<file path="src/rtl/fp16_add_arbiter.sv">
// Two-requester round-robin front end for a shared LAT-cycle float16 adder, with drain control.
// Optional per-requester grant counters are built when FP16_ARB_GRANT_CNT_EN is defined.
module fp16_add_arbiter #(
    parameter int unsigned LAT = 5
) (
    input  logic        clk,
    input  logic        rst,
    input  logic        req0_valid,
    input  logic        req1_valid,
    output logic        req0_ready,
    output logic        req1_ready,
    input  logic [15:0] req0_a,
    input  logic [15:0] req0_b,
    input  logic [15:0] req1_a,
    input  logic [15:0] req1_b,
    output logic        rsp0_valid,
    output logic        rsp1_valid,
    output logic [15:0] rsp_data,
    output logic [15:0] add_a,
    output logic [15:0] add_b,
    input  logic [15:0] add_result,
    input  logic        drain_req,
    output logic        drain_done,
    output logic [15:0] grant_cnt0,
    output logic [15:0] grant_cnt1
);

    typedef enum logic [0:0] {StRun, StDrain} state_e;

    state_e         state_q, state_d, state_eff;
    logic           ptr_q, ptr_d, ptr_eff;
    logic [LAT-1:0] tag_vld_q, tag_vld_d;
    logic [LAT-1:0] tag_id_q, tag_id_d;
    logic           xfer;
    logic           gnt_id;

    always_comb begin
        // While rst is high the grant logic already behaves as in the reset state.
        state_eff  = rst ? StRun : state_q;
        ptr_eff    = rst ? 1'b0 : ptr_q;
        req0_ready = 1'b0;
        req1_ready = 1'b0;
        if (state_eff == StRun) begin
            if (req0_valid && (!req1_valid || !ptr_eff)) begin
                req0_ready = 1'b1;
            end else if (req1_valid && (!req0_valid || ptr_eff)) begin
                req1_ready = 1'b1;
            end
        end
        xfer   = req0_ready || req1_ready;
        gnt_id = req1_ready;

        add_a = 16'h0000;
        add_b = 16'h0000;
        if (req0_ready) begin
            add_a = req0_a;
            add_b = req0_b;
        end else if (req1_ready) begin
            add_a = req1_a;
            add_b = req1_b;
        end

        state_d = state_q;
        unique case (state_q)
            StRun:   if (drain_req)  state_d = StDrain;
            StDrain: if (!drain_req) state_d = StRun;
            default: state_d = StRun;
        endcase

        ptr_d = xfer ? ~gnt_id : ptr_q;

        tag_vld_d    = '0;
        tag_id_d     = '0;
        tag_vld_d[0] = xfer;
        tag_id_d[0]  = gnt_id;
        for (int unsigned i = 1; i < LAT; i++) begin
            tag_vld_d[i] = tag_vld_q[i-1];
            tag_id_d[i]  = tag_id_q[i-1];
        end
    end

    always_ff @(posedge clk) begin
        if (rst) begin
            state_q   <= StRun;
            ptr_q     <= 1'b0;
            tag_vld_q <= '0;
            tag_id_q  <= '0;
        end else begin
            state_q   <= state_d;
            ptr_q     <= ptr_d;
            tag_vld_q <= tag_vld_d;
            tag_id_q  <= tag_id_d;
        end
    end

    // Last tag stage lines up with the adder output for the op issued LAT cycles ago.
    assign rsp0_valid = !rst && tag_vld_q[LAT-1] && !tag_id_q[LAT-1];
    assign rsp1_valid = !rst && tag_vld_q[LAT-1] && tag_id_q[LAT-1];
    assign rsp_data   = add_result;
    assign drain_done = !rst && (state_q == StDrain) && (tag_vld_q == '0);

`ifdef FP16_ARB_GRANT_CNT_EN
    logic [15:0] cnt0_q, cnt1_q;

    always_ff @(posedge clk) begin
        if (rst) begin
            cnt0_q <= 16'h0000;
            cnt1_q <= 16'h0000;
        end else begin
            if (req0_ready && (cnt0_q != 16'hFFFF)) cnt0_q <= cnt0_q + 16'd1;
            if (req1_ready && (cnt1_q != 16'hFFFF)) cnt1_q <= cnt1_q + 16'd1;
        end
    end

    assign grant_cnt0 = cnt0_q;
    assign grant_cnt1 = cnt1_q;
`else
    assign grant_cnt0 = 16'h0000;
    assign grant_cnt1 = 16'h0000;
`endif

endmodule

</file>
<file path="config.mk">
export PLATFORM = sky130hd
export DESIGN_NAME = fp16_add_arbiter
export DESIGN_NICKNAME = d
export VERILOG_FILES = /design/src/rtl/fp16_add_arbiter.sv
export SDC_FILE = /design/constraint.sdc
export NUM_CORES = 1
export LEC_CHECK = 0
export ABC_AREA = 1
export ABC_CLOCK_PERIOD_IN_PS = 1400
export BUFFER_PORTS_ARGS = -buffer_cell sky130_fd_sc_hd__buf_2
export CAP_MARGIN = 25
export CORE_AREA = 2 2 66 68
export DETAILED_ROUTE_END_ITERATION = 10
export DIE_AREA = 0 0 68 70
export GPL_ROUTABILITY_DRIVEN = 0
export PLACE_DENSITY = 0.82
export SYNTH_ARGS = -nofsm -noshare
export SYNTH_HDL_FRONTEND = slang
export SYNTH_SLANG_ARGS = --single-unit
</file>
<file path="constraint.sdc">
create_clock -name clk -period 1.4 [get_ports clk]
set_clock_uncertainty 0.15 [all_clocks]
set_input_delay 0.21 -clock clk [delete_from_list [all_inputs] [get_ports clk]]
set_output_delay 0.21 -clock clk [all_outputs]
set_load 0.01 [all_outputs]
</file>
==> key figures, run 1 <==
Critical path
  • Depth of the worst register-to-register path: 6
  • CP Capture Type: output port
  • FF-to-FF setup slack: 0.26 ns
  • Critical path peak fanout: 10
  • Reg-to-Reg Start: ptr_q
  • Startpoint class of the critical path: flip-flop
  • Data required time of the worst path: 1.04 ns
  • R2r endpoint: ptr_q
  • Crit path kind: reg2out
  • Critical path arrival: 1.32 ns

Timing
  • Hold_ws: between 0.04 and 0.05 ns
  • Portion of the clock cycle consumed by the worst path in the final layout: 1.200
  • Min Tclk post-route: ~1.7 ns
  • Post-layout worst setup margin: -0.2797 ns
  • Setup-violating endpoint count in the final report: 34
  • Max Fclk: 595.3 MHz
  • RSZ-0062 raised after global routing: yes
  • Fin. Hold Viols: 0
  • Max-slew violation count: 0

Power and ir drop
  • Part of the power in registers: 0.280
  • Areal power density over the cells: 682.1 nW/um2
  • Leak: 1.205 nW
  • Combinational cell fraction of total power: 0.438
  • Share of total power consumed by net switching: 0.3196
  • Switching component of the power: 0.4147 mW
  • Share of power burned in the clock network: 0.282
  • Internal Power: 0.8826 mW
  • Worst supply voltage drop on vdd: 0.0002117 V

Final layout
  • Post-Layout Inst Area: 1902 um2
  • N_diodes: 0
  • Net total in the final layout: 392
  • Most frequent cells in the layout: 100 x sky130_fd_sc_hd__buf_2, 85 x sky130_fd_sc_hd__nand2_1, 32 x sky130_fd_sc_hd__conb_1
  • Core utilization of the finished layout: 0.4589
  • Final Non-Filler Cells: ~360
  • Share of layout cells above drive strength 1: 0.4902
  • Most frequent standard cell in the layout excluding fill and tap cells: sky130_fd_sc_hd__buf_2
  • Synth-to-layout area growth: 58.33%

Yosys
  • Synthesized area per cell: 5.859 um2
  • Part of the Yosys area used for sequential elements: 0.2000
  • Top cell type's share of synthesized area: 0.3250
  • Post-synthesis instance area: 1201 um2
  • Synth unique cells: 17
  • Flip-flop and latch count after synthesis: 12
  • Most area-consuming cells after synthesis: sky130_fd_sc_hd__buf_4 32%, sky130_fd_sc_hd__nand2_1 32%, sky130_fd_sc_hd__dfxtp_1 20%, sky130_fd_sc_hd__inv_1 3.8%, sky130_fd_sc_hd__nor2_1 3.4%
  • Synth Warn #: 0
  • Yosys top cell by area: sky130_fd_sc_hd__buf_4
  • Syn Inst Count: 205

GRT
  • Initial antenna violation count: 0
  • First-pass GRT wire length: 4.857 mm
  • Via count of the first global-routing pass: 1,208
  • Global-route usage over all layers: 0.1286
  • Maximum number of pins on one net before global-route repair: 21
  • Global route overflow: 0

Clocking
  • Clock transition at the registers of the reported paths: 0.05 ns
  • Root Buffer Master: sky130_fd_sc_hd__clkbuf_8
  • TritonCTS clock tree: done
  • Clock latency on the worst-skew pair: 0.24 ns
  • Number of buffers between clock root and the deepest sink: 2
  • H-Tree Level Count: 1
  • Number of buffers created by CTS: 3
  • Clock sink count: 12
  • Number of hold buffers added after CTS: 0

Drt
  • Total routed wirelength: 3.653 mm
  • Met3 wire len: 338 um
  • WL met2: approximately 1.9 mm
  • Topmost layer with routed signal wires: met4
  • Met1 layer wirelength in the final routing: 1.397 mm
  • Number of design-rule violations left by the first detailed-router iteration: 35
  • Detailed-routing iteration count for the pre-antenna-repair pass: 4
  • Via-per-instance ratio: 3.939
  • DRT antenna net count: 0
  • Remaining routing DRC violations: 0
  • Per-cell routed wire length: 10.20 um
  • Vias after detailed routing: 1,410

Flow run
  • Max_cap viols: 0

Place
  • Number of placed instances with taps included: 348
  • Total placed instance area: 1617 um2
  • Number of buffers inserted by port buffering: 105
  • Placed wire-length estimate after detailed placement: 2.738 mm

Min path
  • Hold Crit Class: in2reg
  • Hold-critical path depth: 3
  • Worst Hold Path EP: state_q
  • Hold Path Origin: drain_req

Die
  • Starting utilization of the core area: 0.2899
  • Area of the placeable core: 4144 um2
  • Num rows: 24
  • Die outline height: 70 um
  • Chip Width: 68 um
  • Die Area: 4760 um2
  • Number of top-level design ports: 170

Run status
  • Violated checks: setup timing
  • Run status: finished, violations left
[worst max path at each step]
stage	to	slack [ns]	startpoint
global route	add_b[10]	-0.36	state_q
detailed placement	add_a[15]	-0.13	rst
finish	add_b[10]	-0.28	state_q
CTS	add_a[3]	-0.31	state_q
global placement	add_a[7]	-0.1	rst
floorplan	add_a[0]	0.11	state_q
[sequential cells by signal (all words and copies together) (netlist names)]
| register | cells |
|---|---|
| ptr_q | 1 |
| tag_vld_q | 5 |
| state_q | 1 |
| tag_id_q | 5 |
[cell usage after synthesis, drive strengths merged]
library cell	number
and3	1
dfxtp	12
nand2	102
nand4	1
inv	15
nand3	3
a21oi	2
nor2	11
a21boi	1
conb	1
buf	54
clkbuf	1
nor3	1
[metal layers]
metal / track usage / vias up
met5: 0 / -
met4: 0.02667 / 0
met3: 0.03382 / 2
met2: 0.2373 / 76
met1: 0.1424 / 605
li1: - / 727
[power by group through the flow]
stage | clock network, mW | logic, mW | registers (mW)
after floorplan | 0 | 0.351 | 0.367
after global placement | 0 | 0.463 | 0.367
after detailed placement | 0 | 0.468 | 0.368
after CTS | 0.377 | 0.489 | 0.361
after global routing | 0.389 | 0.627 | 0.364
final | 0.366 | 0.569 | 0.363
[worst max-delay path, cell delays in order, from the launching register on]
cell	delay (ns)
sky130_fd_sc_hd__dfxtp_2	0.33
sky130_fd_sc_hd__a21oi_2	0.16
sky130_fd_sc_hd__nand2_2	0.10
sky130_fd_sc_hd__clkinv_4	0.10
sky130_fd_sc_hd__clkbuf_16	0.16
sky130_fd_sc_hd__nand2_1	0.05
sky130_fd_sc_hd__nand2_1	0.06
sky130_fd_sc_hd__buf_2	0.12
[cell type report]
type | instances | area [um2]
fillers | 446 | 2242
repair buffers | 121 | 803.3
multi-input cells | 154 | 669.4
flip-flops and latches | 12 | 242.7
inverters | 15 | 66.31
well taps | 52 | 65.06
clock buffers | 4 | 55.05
[cell families after synthesis]
family,Yosys count,synth area share
and+or+nand+nor,119,0.3823
buffers and inverters,70,0.3937
DFF,12,0.2000
AOI/OAI and AO/OA,3,0.02083
other,1,0.003122
[per-stage QoR]
step           worst slack, ns  power (mW)  TNS (ns)
6_report               -0.2797       1.297    -8.540
5_1_grt                -0.3604       1.379    -10.87
4_1_cts                -0.3108       1.227    -9.801
3_5_place_dp           -0.1264      0.8359    -2.790
3_3_place_gp          -0.09817      0.8300    -2.073
2_1_floorplan           0.1123      0.7177         0
[what timing repair did]
item / in CTS / in global routing
setup endpoints to repair: 34 / 34
gates cloned: 1 / 3
setup buffers: 0 / 2
pin swaps: 0 / 7
resized for setup: 4 / 30
(Power assumes the default switching activity.)
==> inputs of run 2 (changes only) <==
- ABC_CLOCK_PERIOD_IN_PS: 1400 -> 1900
- clock period: 1.4 -> 1.9 ns (I/O delays scaled with it)
==> run 2 against run 1 <==
Die area is the same. Routed wire length decreased by 5.4%. Clock power is 41% lower. Utilization decreased by 6.3 points. The run now ends clean. Setup slack gained 0.39 ns. Final cell count shrank 3.1%. Via count decreased by 4.5%. Sequential power shrank 26%. Count of clock-buffer cells in the layout fell by 1. Critical path depth unchanged. Design area fell by 14%.
==> key figures, run 2 (same netlist as run 1, synthesis figures left out) <==
Run status
  • Run status: completed (was finished, violations left)

Place
  • Placed wire-length estimate after detailed placement: 2.635 mm (was 2.738 mm)
  • Total placed instance area: 1539 um2 (was 1617 um2)
  • Number of buffers inserted by port buffering: 105 (unchanged)

Min path
  • Hold Crit Class: in2reg (unchanged)

Drt
  • Detailed-routing iteration count for the pre-antenna-repair pass: 4 (unchanged)
  • Total routed wirelength: 3.457 mm (was 3.653 mm)
  • Vias after detailed routing: 1,346 (was 1,410)
  • Via-per-instance ratio: 3.879 (was 3.939)
  • DRT antenna net count: 0 (unchanged)
  • Remaining routing DRC violations: 0 (unchanged)
  • Number of design-rule violations left by the first detailed-router iteration: 21 (was 35)
  • Per-cell routed wire length: 9.963 um (was 10.20 um)

GRT
  • Initial antenna violation count: 0 (unchanged)
  • Via count of the first global-routing pass: 1,117 (was 1,208)
  • Global route overflow: 0 (unchanged)
  • Maximum number of pins on one net before global-route repair: 35 (was 21)
  • First-pass GRT wire length: 4.754 mm (was 4.857 mm)
  • Global-route usage over all layers: 0.1284 (was 0.1286)

Final layout
  • Largest registers ranked by flip-flop count: tag_id_q x5, tag_vld_q x5 (unchanged)
  • Net total in the final layout: 382 (was 392)
  • Most frequent cells in the layout: 105 x sky130_fd_sc_hd__buf_2, 100 x sky130_fd_sc_hd__nand2_1, 32 x sky130_fd_sc_hd__conb_1 (was 100 x sky130_fd_sc_hd__buf_2, 85 x sky130_fd_sc_hd__nand2_1, 32 x sky130_fd_sc_hd__conb_1)
  • Most frequent standard cell in the layout excluding fill and tap cells: sky130_fd_sc_hd__buf_2 (unchanged)
  • Final-layout fill cell count: 441 (was 446)
  • Share of layout cells above drive strength 1: 0.4102 (was 0.4902)
  • Synth-to-layout area growth: 36.77% (was 58.33%)
  • Core utilization of the finished layout: 0.3964 (was 0.4589)
  • N_diodes: 0 (unchanged)
  • Post-Layout Inst Area: 1643 um2 (was 1902 um2)

Critical path
  • Data required time of the worst path: 1.46 ns (was 1.04 ns)
  • CP Capture Type: output port (unchanged)
  • List of cells traversed by the critical path: a21oi_2 -> nand2_2 -> inv_4 -> clkbuf_16 -> nand2_1 -> nand2_1 -> buf_2 (was a21oi_2 -> nand2_2 -> clkinv_4 -> clkbuf_16 -> nand2_1 -> nand2_1 -> buf_2)
  • Crit path kind: reg2out (unchanged)
  • Startpoint class of the critical path: flip-flop (unchanged)
  • Cell with the largest stage delay on the worst path: sky130_fd_sc_hd__dfxtp_1 (was sky130_fd_sc_hd__dfxtp_2)
  • Crit path largest cell delay: 0.34 ns (was 0.33 ns)
  • Critical path arrival: 1.35 ns (was 1.32 ns)
  • Sum of buffers and inverters on the critical path: 3 (unchanged)
  • Most frequent cell on the critical path: sky130_fd_sc_hd__nand2_1 (unchanged)
  • Critical path peak fanout: 15 (was 10)
  • CP top delay family: buffers and inverters (unchanged)

Timing
  • Fin. Hold Viols: 0 (unchanged)
  • Portion of the clock cycle consumed by the worst path in the final layout: 0.9413
  • Min Tclk post-route: roughly 1.8 ns
  • Setup-violating endpoint count in the final report: 0 (was 34)
  • Max Fclk: 559.1 MHz
  • Max-slew violation count: 0 (unchanged)

Die
  • Chip Width: 68 um (unchanged)
  • Starting utilization of the core area: 0.2899 (unchanged)
  • Number of top-level design ports: 170 (unchanged)
  • Die Area: 4760 um2 (unchanged)
  • Die outline height: 70 um (unchanged)
  • Num rows: 24 (unchanged)
  • Area of the placeable core: 4144 um2 (unchanged)

Clocking
  • Clock sink count: 12 (unchanged)
  • Number of buffers between clock root and the deepest sink: 2 (unchanged)
  • Clock latency on the worst-skew pair: 0.23 ns (was 0.24 ns)
  • Number of buffers created by CTS: 3 (unchanged)
  • TritonCTS clock tree: done (unchanged)
  • H-Tree Level Count: 1 (unchanged)
  • Root Buffer Master: sky130_fd_sc_hd__clkbuf_8 (unchanged)
  • Clock transition at the registers of the reported paths: 0.05 ns (about the same)

Power and ir drop
  • Worst supply voltage drop on vdd: 0.0001945 V (was 0.0002117 V)
  • Areal power density over the cells: 504.7 nW/um2 (was 682.1 nW/um2)
  • Leak: 1.093 nW (was 1.205 nW)
  • Overall power of the completed layout: 0.8292 mW (was 1.297 mW)

Flow run
  • Max_cap viols: 0 (unchanged)
-- run 2: cell count changes in the layout (fill, tap and decap cells not counted), moves of 2 or more --
cell	before	now
sky130_fd_sc_hd__dfxtp_1	10	12
sky130_fd_sc_hd__nand2_2	13	2
sky130_fd_sc_hd__dfxtp_2	2	0
sky130_fd_sc_hd__nand2_4	4	0
sky130_fd_sc_hd__buf_4	7	2
sky130_fd_sc_hd__clkinv_4	2	0
sky130_fd_sc_hd__nand2_1	85	100
sky130_fd_sc_hd__buf_2	100	105
sky130_fd_sc_hd__buf_6	6	0
sky130_fd_sc_hd__buf_12	4	2
-- run 2: final cells by class --
cell class	instances	area, um2	share of cell area
repair buffers	111	630.6	0.3839
multi-input cells	154	606.8	0.3694
flip-flops and latches	12	240.2	0.1462
well taps	52	65.06	0.03960
inverters	15	58.81	0.03580
clock buffers	3	41.29	0.02513
-- run 2: where the power goes --
group,switching (mW),leakage (nW),internal [mW]
Combinational,0.192,0.973,0.154
Clock,0.0780,0.0216,0.138
Sequential,0.00427,0.0981,0.263
-- run 2: per-layer routing --
layer  global-route usage  part of all wire
met1               0.1509              0.40
met2               0.2190              0.51
met3              0.02576             0.078
met4              0.05556            0.0064
met5                    0                 0
-- run 2: what timing repair did --
action | in CTS | in global routing
endpoints found under the setup margin | 0 | 29
buffers inserted | 0 | 1
hold buffers | 0 | 0
resized for setup | 0 | 2
-- run 2: final timing paths --
kind / start / to / slack [ns] / depth (start not counted)
worst max-delay path: state_q / add_a[11] / 0.11 / 7
worst min-delay path: drain_req / state_q / 0.10 / 3
worst max register to register: state_q / ptr_q / 0.73 / 5
worst min register to register: tag_id_q[0] / tag_id_q[1] / 0.25 / 2
-- run 2: worst min-delay path, delay by kind of cell --
kind | cells | cell delay (ns)
simple gates | 1 | 0.06
buf+inv | 2 | 0.10
-- run 2: per-stage QoR --
step	setup WS, ns	hold slack [ns]	TNS, ns	instances
CTS	0.05995	0.09888	0	344
finish	0.1115	0.1019	0	347
detailed placement	0.1926	0.2442	0	341
global route	-0.002157	0.1249	-0.002157	347
global placement	0.2133	0.2461	0	341
floorplan	0.4948	0.2383	0	236
==> inputs of run 3 (changes only) <==
- CTS_BUF_LIST: not set -> sky130_fd_sc_hd__clkbuf_4 sky130_fd_sc_hd__clkbuf_8 sky130_fd_sc_hd__clkbuf_16
- GPL_TIMING_DRIVEN: not set -> 0
==> run 3 against run 2 <==
Die area unchanged. Maximum frequency increased by 1.8%. Register-to-register slack improved by 0.02 ns. Critical endpoint is now add_b[11]. Total power increased by 11%. Count of clock-buffer cells in the layout unchanged. Global-route usage increased by 1.3 points. Largest power group unchanged. Non-clock buffer count increased by 66. Largest cell class unchanged. Sequential share of layout area decreased by 3.0 points. Design area increased by 25%. Flip-flop and latch count unchanged. Critical path depth unchanged.
==> key figures, run 3 (same netlist as run 1, synthesis figures left out) <==
Timing
  • Setup-violating endpoint count in the final report: 0 (unchanged)
  • RSZ-0062 raised after global routing: no
  • Portion of the clock cycle consumed by the worst path in the final layout: 0.9245 (was 0.9413)
  • Total negative slack: 0 ns (unchanged)
  • Max-slew violation count: 0 (unchanged)
  • Fin. Hold Viols: 0 (unchanged)
  • Min Tclk post-route: 1.757 ns (was 1.788 ns)
  • Max Fclk: 569.3 MHz (was 559.1 MHz)

Final layout
  • Net total in the final layout: 448 (was 382)
  • Final-layout fill cell count: 418 (was 441)
  • Synth-to-layout area growth: 71.46% (was 36.77%)
  • Largest registers ranked by flip-flop count: tag_id_q x5, tag_vld_q x5 (unchanged)
  • N_diodes: 0 (unchanged)
  • Most frequent standard cell in the layout excluding fill and tap cells: sky130_fd_sc_hd__buf_2 (unchanged)
  • Most frequent cells in the layout: 121 x sky130_fd_sc_hd__buf_2, 100 x sky130_fd_sc_hd__nand2_1, 49 x sky130_fd_sc_hd__buf_4 (was 105 x sky130_fd_sc_hd__buf_2, 100 x sky130_fd_sc_hd__nand2_1, 32 x sky130_fd_sc_hd__conb_1)
  • Share of layout cells above drive strength 1: 0.5152 (was 0.4102)

Die
  • Die Area: 4760 um2 (unchanged)
  • Chip Width: 68 um (unchanged)
  • Starting utilization of the core area: 0.2899 (unchanged)
  • Die outline height: 70 um (unchanged)
  • Number of top-level design ports: 170 (unchanged)
  • Area of the placeable core: 4144 um2 (unchanged)
  • Num rows: 24 (unchanged)

Place
  • Number of buffers inserted by port buffering: 121 (was 105)
  • Placed wire-length estimate after detailed placement: 3.164 mm (was 2.635 mm)

Clocking
  • Number of buffers created by CTS: 3 (unchanged)
  • Clock latency on the worst-skew pair: 0.24 ns (was 0.23 ns)
  • Number of buffers between clock root and the deepest sink: 2 (unchanged)
  • Clock sink count: 12 (unchanged)
  • Root Buffer Master: sky130_fd_sc_hd__clkbuf_8 (unchanged)
  • Clock transition at the registers of the reported paths: 0.05 ns (about the same)
  • H-Tree Level Count: 1 (unchanged)
  • TritonCTS clock tree: done (unchanged)

GRT
  • Global route overflow: 0 (unchanged)
  • First-pass GRT wire length: 5.471 mm (was 4.754 mm)
  • Via count of the first global-routing pass: 1,358 (was 1,117)
  • Maximum number of pins on one net before global-route repair: 11 (was 35)
  • Initial antenna violation count: 0 (unchanged)
  • Global-route usage over all layers: 0.1409 (was 0.1284)

Critical path
  • FF-to-FF setup slack: 0.75 ns (was 0.73 ns)
  • Crit path largest cell delay: 0.34 ns (about the same)
  • Data required time of the worst path: 1.46 ns (about the same)
  • Startpoint class of the critical path: flip-flop (unchanged)
  • Most frequent cell on the critical path: sky130_fd_sc_hd__nand2_1 (unchanged)
  • Critical path peak fanout: 10 (was 15)
  • Critical path arrival: 1.32 ns (was 1.35 ns)
  • Crit path kind: reg2out (unchanged)
  • List of cells traversed by the critical path: a21boi_2 -> nand2_2 -> inv_4 -> buf_6 -> nand2_1 -> nand2_1 -> buf_2 (was a21oi_2 -> nand2_2 -> inv_4 -> clkbuf_16 -> nand2_1 -> nand2_1 -> buf_2)
  • Cell with the largest stage delay on the worst path: sky130_fd_sc_hd__dfxtp_1 (unchanged)
  • CP Capture Type: output port (unchanged)

Drt
  • Remaining routing DRC violations: 0 (unchanged)
  • Total routed wirelength: 3.546 mm (was 3.457 mm)
  • DRT antenna net count: 0 (unchanged)
  • Per-cell routed wire length: 8.586 um (was 9.963 um)
  • Via-per-instance ratio: 3.792 (was 3.879)
  • Detailed-routing iteration count for the pre-antenna-repair pass: 4 (unchanged)
  • Number of design-rule violations left by the first detailed-router iteration: 53 (was 21)
  • Vias after detailed routing: 1,566 (was 1,346)

Min path
  • Hold Crit Class: in2reg (unchanged)

Power and ir drop
  • Leak: 1.399 nW (was 1.093 nW)
  • Areal power density over the cells: 448.1 nW/um2 (was 504.7 nW/um2)
  • Worst supply voltage drop on vdd: 0.0001673 V (was 0.0001945 V)
  • Overall power of the completed layout: 0.9229 mW (was 0.8292 mW)

Flow run
  • Max_cap viols: 0 (unchanged)

Run status
  • Run status: completed (unchanged)
run 3: metrics by stage:
stage          hold WS [ns]  setup slack (ns)  instance area (um2)  cells    util
6_report            0.09910            0.1434                 2059    413  0.4970
5_1_grt              0.1141           0.01620                 2059    413  0.4970
4_1_cts              0.1002           0.03783                 2029    412  0.4897
3_5_place_dp         0.2507           0.09748                 1988    409  0.4798
3_3_place_gp         0.2417            0.1127                 1988    409  0.4798
2_1_floorplan        0.2383            0.4948                 1318    236       -
run 3: power by group:
group / switching, mW / internal (mW) / leakage (nW)
combinational: 0.215 / 0.220 / 1.28
clock: 0.0822 / 0.139 / 0.0216
sequential: 0.00421 / 0.262 / 0.0981
total: 0.302 / 0.621 / 1.40
run 3: routing by layer:
layer | vias up | wire length (um) | global-route usage
met3 | 2 | 337 | 0.01771
met5 | - | 0 | 0
met2 | 81 | 1851 | 0.2632
li1 | 838 | - | -
met4 | 0 | 17 | 0.03333
met1 | 645 | 1339 | 0.1634
run 3: area by class of cell:
cell class / count / area, um2 / area share
repair buffers: 122 / 613.1 / 0.2977
multi-input cells: 154 / 606.8 / 0.2947
plain buffers: 55 / 431.7 / 0.2096
flip-flops and latches: 12 / 240.2 / 0.1166
well taps: 52 / 65.06 / 0.03159
inverters: 15 / 61.31 / 0.02977
clock buffers: 3 / 41.29 / 0.02005
run 3: final timing paths:
| check | start | end | cells past startpoint |
|---|---|---|---|
| max reg2reg | state_q | ptr_q | 5 |
| min reg2reg | tag_id_q[2] | tag_id_q[3] | 2 |
| max | state_q | add_b[11] | 7 |
| min | drain_req | state_q | 3 |
run 3: critical path, delay by kind of cell (launching register included):
kind | cells | cell delay [ns]
DFF | 1 | 0.34
and+or+nand+nor | 3 | 0.21
AOI/OAI and AO/OA | 1 | 0.15
buffers and inverters | 3 | 0.38
run 3: repair_timing:
action                                 in CTS  in global routing
gates resized for setup                     0                  7
endpoints found under the hold margin       0                  0
hold buffers                                0                  0
setup endpoints to repair                   0                 29
setup buffers                               0                  1
